===== src/rtl/poly_compress_pack.sv =====
// Reads 256 coefficients from accumulator RAM C, normalises each into [0,q),
// compresses it to D_BITS bits and packs the codes LSB-first into a handshaked byte stream.
module poly_compress_pack #(
  parameter int D_BITS  = 4,
  parameter int KYBER_Q = 3329,
  parameter int DEPTH   = 8
) (
  input  logic             clk,
  input  logic             reset,
  input  logic             set,
  input  logic             start,
  output logic             rd_en,
  output logic [DEPTH-1:0] rd_addr,
  input  logic [15:0]      rd_data,
  output logic [7:0]       out_data,
  output logic             out_valid,
  input  logic             out_ready,
  output logic             busy,
  output logic             done
);

  typedef enum logic [2:0] {IDLE, RD, LAT, CMP, EMIT, FIN} state_t;

  // floor(n/q) == (n*RECIP) >> 35 holds exactly for every n below 2^23
  localparam logic [23:0]      RECIP    = 24'(((64'd1 << 35) + 64'(KYBER_Q) - 64'd1) / 64'(KYBER_Q));
  localparam logic [16:0]      Q17      = 17'(KYBER_Q);
  localparam logic [23:0]      HALF_Q   = 24'(KYBER_Q / 2);
  localparam logic [DEPTH-1:0] LAST_IDX = '1;

  state_t           state_q, state_d;
  logic [DEPTH-1:0] idx_q, idx_d;
  logic [17:0]      acc_q, acc_d;
  logic [4:0]       bits_q, bits_d;
  logic [15:0]      x_q, x_d;
  logic             rd_en_q, rd_en_d;
  logic [DEPTH-1:0] rd_addr_q, rd_addr_d;
  logic [7:0]       out_data_q, out_data_d;
  logic             out_valid_q, out_valid_d;
  logic             busy_q, busy_d;
  logic             done_q, done_d;

  logic [16:0]       x_ext, x_pos;
  logic [11:0]       x_norm;
  logic [23:0]       num;
  logic [47:0]       prod;
  logic [D_BITS-1:0] c;
  logic [17:0]       c_shift;

  always_comb begin
    x_ext   = {x_q[15], x_q};
    x_pos   = x_ext[16] ? x_ext + Q17 : x_ext;
    x_norm  = (x_pos >= Q17) ? 12'(x_pos - Q17) : 12'(x_pos);
    num     = ({12'd0, x_norm} << D_BITS) + HALF_Q;
    prod    = 48'(num) * 48'(RECIP);
    c       = D_BITS'(prod >> 35);
    c_shift = 18'(c) << bits_q;
  end

  always_comb begin
    state_d     = state_q;
    idx_d       = idx_q;
    acc_d       = acc_q;
    bits_d      = bits_q;
    x_d         = x_q;
    rd_en_d     = 1'b0;
    rd_addr_d   = rd_addr_q;
    out_data_d  = out_data_q;
    out_valid_d = out_valid_q;
    busy_d      = busy_q;
    done_d      = 1'b0;
    case (state_q)
      IDLE: if (start) begin
        state_d   = RD;
        busy_d    = 1'b1;
        idx_d     = '0;
        acc_d     = '0;
        bits_d    = '0;
        rd_en_d   = 1'b1;
        rd_addr_d = '0;
      end
      RD:  state_d = LAT;
      LAT: begin
        x_d     = rd_data;
        state_d = CMP;
      end
      CMP: begin
        acc_d       = acc_q | c_shift;
        bits_d      = bits_q + 5'(D_BITS);
        out_valid_d = (bits_d >= 5'd8);
        out_data_d  = acc_d[7:0];
        state_d     = EMIT;
      end
      EMIT: begin
        // out_valid_q mirrors bits_q >= 8 for the whole time we sit in EMIT
        if (out_valid_q) begin
          if (out_ready) begin
            acc_d       = acc_q >> 8;
            bits_d      = bits_q - 5'd8;
            out_valid_d = (bits_d >= 5'd8);
            out_data_d  = acc_d[7:0];
          end
        end else if (idx_q == LAST_IDX) begin
          state_d = FIN;
        end else begin
          idx_d     = idx_q + 1'b1;
          rd_addr_d = idx_q + 1'b1;
          rd_en_d   = 1'b1;
          state_d   = RD;
        end
      end
      FIN: begin
        done_d  = 1'b1;
        busy_d  = 1'b0;
        state_d = IDLE;
      end
      default: state_d = IDLE;
    endcase
  end

  always_ff @(posedge clk or posedge reset) begin
    if (reset) begin
      state_q     <= IDLE;
      idx_q       <= '0;
      acc_q       <= '0;
      bits_q      <= '0;
      x_q         <= '0;
      rd_en_q     <= 1'b0;
      rd_addr_q   <= '0;
      out_data_q  <= '0;
      out_valid_q <= 1'b0;
      busy_q      <= 1'b0;
      done_q      <= 1'b0;
    end else if (set) begin
      state_q     <= state_d;
      idx_q       <= idx_d;
      acc_q       <= acc_d;
      bits_q      <= bits_d;
      x_q         <= x_d;
      rd_en_q     <= rd_en_d;
      rd_addr_q   <= rd_addr_d;
      out_data_q  <= out_data_d;
      out_valid_q <= out_valid_d;
      busy_q      <= busy_d;
      done_q      <= done_d;
    end
  end

  assign rd_en     = rd_en_q;
  assign rd_addr   = rd_addr_q;
  assign out_data  = out_data_q;
  assign out_valid = out_valid_q;
  assign busy      = busy_q;
  assign done      = done_q;

endmodule

===== config.mk =====
export PLATFORM = sky130hd
export DESIGN_NAME = poly_compress_pack
export DESIGN_NICKNAME = d
export VERILOG_FILES = /design/src/rtl/poly_compress_pack.sv
export SDC_FILE = /design/constraint.sdc
export NUM_CORES = 1
export LEC_CHECK = 0
export CORE_ASPECT_RATIO = 0.9
export CORE_MARGIN = 8
export CORE_UTILIZATION = 58
export CTS_CLUSTER_DIAMETER = 150
export DETAILED_ROUTE_END_ITERATION = 6
export PLACE_DENSITY = 0.79
export SETUP_SLACK_MARGIN = 0.3
export SLEW_MARGIN = 5
export SYNTH_ARGS = -nofsm -noshare
export SYNTH_HDL_FRONTEND = slang
export SYNTH_SLANG_ARGS = --single-unit

===== constraint.sdc =====
create_clock -name clk -period 12.95 [get_ports clk]
set_input_delay 1.295 -clock clk [delete_from_list [all_inputs] [get_ports clk]]
set_output_delay 1.295 -clock clk [all_outputs]
set_load 0.05 [all_outputs]

* Yosys cells after proc, flatten, opt, wreduce, memory -nomap -nowiden
Index checks and enable logic that the tools add are counted.
Word-level totals: register bits after elaboration 62, input bits 21, output and inout bits 20, logic and storage cells 76
Cells by class: add/subtract/negate cells 6, multipliers 1, magnitude comparators 3, eq/ne operators 11, shift-type cells 1, muxes and demuxes 31, bitwise gates (word level) 1, reduce and logical (&&, ||, !) cells 12
Operators with widths (count):
- 2-to-1 mux 18 bit | 3
- case mux 18 bit (3 select lines) | 1
- 2-to-1 mux 8 bit | 5
- multiplier 17 x 22 -> 37 bit, second input constant | 1
- case mux 8 bit (2 select lines) | 2
- bitwise OR 18 bit | 1
- << shifter 4 x 5 -> 18 bit | 1
- adder 16 x 11 -> 17 bit, second input constant | 1
- adder 16 x 13 -> 17 bit, second input constant | 1
- >= comparator 17 x 12 -> 1 bit, second input constant | 1
- 2-to-1 mux 17 bit | 1
- 2-to-1 mux 5 bit | 3
- case mux 3 bit (5 select lines) | 1
- case mux 5 bit (3 select lines) | 1
- 2-to-1 mux 12 bit | 1
- subtractor 12 bit, second input constant | 1
- >= comparator 5 x 4 -> 1 bit, second input constant | 2
- != test 2 bit, second input constant | 5
- AND reduction 5 bit | 2
- 2-to-1 mux 3 bit | 3
- adder 8 x 1 -> 8 bit, second input constant | 1
- equality test 8 bit, second input constant | 1
- 2-to-1 mux 1 bit | 7
- equality test 3 x 2 -> 1 bit, second input constant | 2
- other kinds (11) | 18

* Depth between registers and ports, before layout
word-level depth 9, gate-level depth with buffers 40, mapped depth without buffers 38

* Least setup slack after synthesis
Ideal clock, no wire load.
path kind reg-to-reg, from reg x_q[1], to reg acc_q[3], setup time 127 ps, arrival 9319 ps, required time 12823 ps, setup slack 3504 ps, stages on the path, launching flop included 39, path buffers 2, period minus slack after synthesis 9446 ps, cells stage by stage dfrtp_1 -> ha_1 -> clkbuf_1 -> nand3_1 -> or4_4 -> a2111oi_4 -> and2_1 -> or2_1 -> buf_6 -> nand2b_1 -> xor2_1 -> ha_1 -> nand2b_1 -> nor4_1 -> o22ai_1 -> o311a_4 -> o2111a_2 -> xor2_1 -> (+3 left out) -> fa_1 -> inv_1 -> fa_1 -> fa_1 -> inv_1 -> fa_1 -> ha_1 -> ha_1 -> a21o_1 -> a21oi_1 -> o21ai_0 -> a21boi_0 -> o21a_1 -> nand2_1 -> o21ai_0 -> xnor3_2 -> a221oi_2 -> nor3_2
On the way: longest elaborated chain between the ends 9, elaborated cells between the ends (all ways) 10, those cells by class add/sub (3); mul (1); order compare (1); shift (1); mux (3); bitwise (1)
Ends and longest elaborated chain:
- from (decl) | line 34 | logic [15:0] x_q, x_d;
- from (signal assigned) | line 126 | x_q <= '0;
- from (signal assigned) | line 138 | x_q <= x_d;
- adder 16 x 13 -> 17 bit | line 51 | x_pos = x_ext[16] ? x_ext + Q17 : x_ext;
- 2-to-1 mux 17 bit * | line 51
- >= comparator 17 x 12 -> 1 bit or subtractor 12 bit (tied branches) | line 52 | x_norm = (x_pos >= Q17) ? 12'(x_pos - Q17) : 12'(x_pos);
- 2-to-1 mux 12 bit * | line 52
- adder 16 x 11 -> 17 bit * | line 53 | num = ({12'd0, x_norm} << D_BITS) + HALF_Q;
- multiplier 17 x 22 -> 37 bit * | line 54 | prod = 48'(num) * 48'(RECIP);
- << shifter 4 x 5 -> 18 bit * | line 56 | c_shift = 18'(c) << bits_q;
- bitwise OR 18 bit * | line 87 | acc_d = acc_q | c_shift;
- case mux 18 bit (3 select lines) * | line 71 | case (state_q)
- to (signal assigned) | line 124 | acc_q <= '0;
- to (signal assigned) | line 136 | acc_q <= acc_d;
- to (decl) | line 32 | logic [17:0] acc_q, acc_d;
Every way passes the cells marked *; elsewhere a longest branch is shown, timed or not. A chain may end at the register's enable or synchronous reset.

* Final worst setup path
from reg x_q[0], to reg out_data_q[3] (netlist: out_data[3])
On the way: longest elaborated chain between the ends 9, elaborated cells between the ends (all ways) 10, those cells by class add/sub (3); mul (1); order compare (1); shift (1); mux (3); bitwise (1)
Ends and longest elaborated chain:
- adder 16 x 13 -> 17 bit | line 51
- 2-to-1 mux 17 bit * | line 51
- >= comparator 17 x 12 -> 1 bit or subtractor 12 bit (tied branches) | line 52
- 2-to-1 mux 12 bit * | line 52
- adder 16 x 11 -> 17 bit * | line 53
- multiplier 17 x 22 -> 37 bit * | line 54
- << shifter 4 x 5 -> 18 bit * | line 56
- bitwise OR 18 bit * | line 87
- case mux 8 bit (2 select lines) * | line 71
- to (signal assigned) | line 141 | out_data_q <= out_data_d;
- to (decl) | line 37 | logic [7:0] out_data_q, out_data_d;
Marks and branches as above.

==> results.toml <==
[floorplanning]
ioPinCount = 41
start_util_pct = 59.4
core_area_mm2 = 0.0154
dieArea_mm2 = 0.0201
row_count = 43
die_h_um = 135
fp.dieW_um = 149

[setup_path]
critPathBufInv = 4
cp_slowest_cell = "fa_1"
crit_arrival_ns = 10.84
path_class = "flip-flop to flip-flop"
worstPathRequired_ns = 13.16
crit_path_frequent_cell = "fa_1"
critical-path-top-delay-family = "adder cells"
max_stage_delay_ns = 0.58
critPathLaunchType = "flip-flop"
cp.depth = 37
reg2reg_depth = 37
cp_max_fo = 10
end_kind = "flip-flop"

[layout]
fillers = 1214
n_antenna_cell = 0
design_area_mm2 = 0.0101
final_nets = 1267
areaGrowthSynthToFinish_pct = 9.94
post-route-util_pct = 65.3
seqCellArea_mm2 = 0.00150
multi_input_area_mm2 = 0.00684
drive_gt1_share_pct = 5.86

[yosys]
synthFlopType = "dfrtp_1"
ys_seq_area_share_pct = 16.4
ys_warn_count = 0
yosysMostFrequentCell = "inv_1"
syn_avg_cell_area_um2 = 9.44
synth_cell_types = 76
synth-async-reset-ratio_pct = 100
synth_edf_count = 0
syn_inst = 971
synth_top_area_share_pct = 26.2
synth_common_cells = "188 x inv_1, 124 x ha_1, 120 x fa_1"
synth_area_leaders = "fa_1 26%, ha_1 17%, dfrtp_1 16%"
syn-num-nets = 1236
netlist_area_mm2 = 0.00917
yosysTopAreaCell = "fa_1"
ys_seq_elements = 60

[clock_tree]
cts_root_buf = "clkbuf_16"
numCtsBuffers = 9
clock-sinks = 60
cts-htree-levels = 3
hold_buffers = 0
clk_path_buf_depth = 2
cts_setup_buffers = 0
tritoncts = "yes"
cts.repair.resized = 0
clkLatencyLatePin_ns = 0.33
clk_pin_slew_ns = 0.06

[min_path]
hold_path_class = "flip-flop to flip-flop"
min_path_cells = 1

[timing]
worst_pin_slew_ns = 1.15
finalSetupTns_ns = 0
setup_ws_ns = 2.32
setup_viol = 0
rsz0062_at_grt = "no"
max_clock_freq_ghz = 0.0941
slew_violations = 0
timing.final.crit_share_pct = 82.1
fin_worst_skew_ns = 0.0110
slew_headroom_pct = 23.0
finalCriticalPeriod_ns = 10.63
finalHoldViolCount = 0

[routing]
postRouteAntennaNets = 0
route.detailed.drc = 0
via_per_inst = 5.83
totalWireLength_um = 21900
first_pass_iters = 7
num_vias = 7048
route.detailed.wl_per_inst_um = 18.1
drt_first_iter_violations = 521

[global_route]
grt_pass1_vias = 7264
grt_max_degree = 61
antenna_found_initial = 0
gr-total-overflow = 0
grt.total_usage_pct = 23.2
grt_pass1_wl_um = 37300

[place]
placed_area_mm2 = 0.00975
post-dp-hpwl_um = 18000
place.gp.congestion = 0.957
dp_slack_ns = 2.42
numPortBuffers = 40

[status]
status = "finished clean"

[job]
max_cap_viol_count = 0
==> routing by layer <==
metal	track usage (%)	part of all wire, %
met1	31.8	44
met2	35.9	46
met4	6.23	2.0
met5	0	0
met3	5.88	8.1
==> path summary, 6_finish.rpt <==
kind,start,end,slack (ns)
min in group asynchronous,reset,rd_addr[5]$_DFFE_PP0P_,1.51
max in group asynchronous,reset,acc_q[3]$_DFFE_PP0P_,10.95
hold reg to reg,rd_en$_DFFE_PP0P_,rd_en$_DFFE_PP0P_,0.49
setup / recovery,x_q[0]$_DFFE_PP0P_,out_data[3]$_DFFE_PP0P_,2.32
setup reg to reg,x_q[0]$_DFFE_PP0P_,out_data[3]$_DFFE_PP0P_,2.32
hold / removal,rd_en$_DFFE_PP0P_,rd_en$_DFFE_PP0P_,0.49
==> cell type report <==
| class | count | share of cell area (%) |
|---|---|---|
| multi-input cells | 695 | 67.8 |
| repair buffers | 47 | 4.49 |
| inverters | 189 | 7.04 |
| clock buffers | 9 | 2.23 |
| well taps | 202 | 2.51 |
| flip-flops and latches | 60 | 14.9 |
| clock inverters | 7 | 0.981 |
==> worst reg2reg max path: cells and delay by family, from the launching register on <==
kind	cells	cell delay, ns
buf+inv	4	0.63
compound gates	12	2.53
fa+ha+maj	9	3.74
flops	1	0.52
simple gates	8	1.39
xor+xnor	4	1.72
==> state kept, by name, summed over array words and instances (netlist names) <==
signal     cells
busy           1
x_q           16
state_q        3
acc_q         18
rd_addr        8
done           1
out_data       8
bits_q         3
out_valid      1
rd_en          1
==> metrics by stage <==
stage                     hold WS, ns  instances
after floorplan                 0.461        971
after global placement          0.465       1193
after detailed placement        0.473       1193
after CTS                       0.494       1209
after global routing            0.517       1209
final                           0.489       1209
==> cells by family after synthesis <==
| kind of cell | count (synthesis) | synth area share (%) |
|---|---|---|
| multiplexers | 20 | 2.39 |
| XOR/XNOR | 38 | 3.79 |
| AO/OA/AOI/OAI | 173 | 13.2 |
| flip-flops | 60 | 16.4 |
| buffers and inverters | 216 | 9.10 |
| adder cells (fa/ha/maj) | 244 | 43.1 |
| AND/OR/NAND/NOR | 220 | 12.0 |
==> cell usage in the layout (no fill, tap or decap), types with 6 or more instances in the layout <==
master,synthesis,layout
a31oi_1,9,9
a211oi_1,9,9
fa_1,120,120
nor2_1,52,52
clkbuf_16,0,9
xnor2_1,18,18
nor3_1,17,17
nand2_1,57,57
o21ai_0,32,32
or3_1,7,7
xor2_1,19,19
dfrtp_1,60,60
nand4_1,13,13
mux2_2,15,15
a211o_1,7,7
ha_1,124,124
a21oi_1,44,44
nand2b_1,6,6
nand3_1,23,23
and3_1,7,7
inv_1,188,187
buf_4,2,7
a21o_1,13,13
clkdlybuf4s50_1,0,40
Power is not shown: default switching activity piles up to over one toggle a cycle in this logic, so the estimate is an artifact.
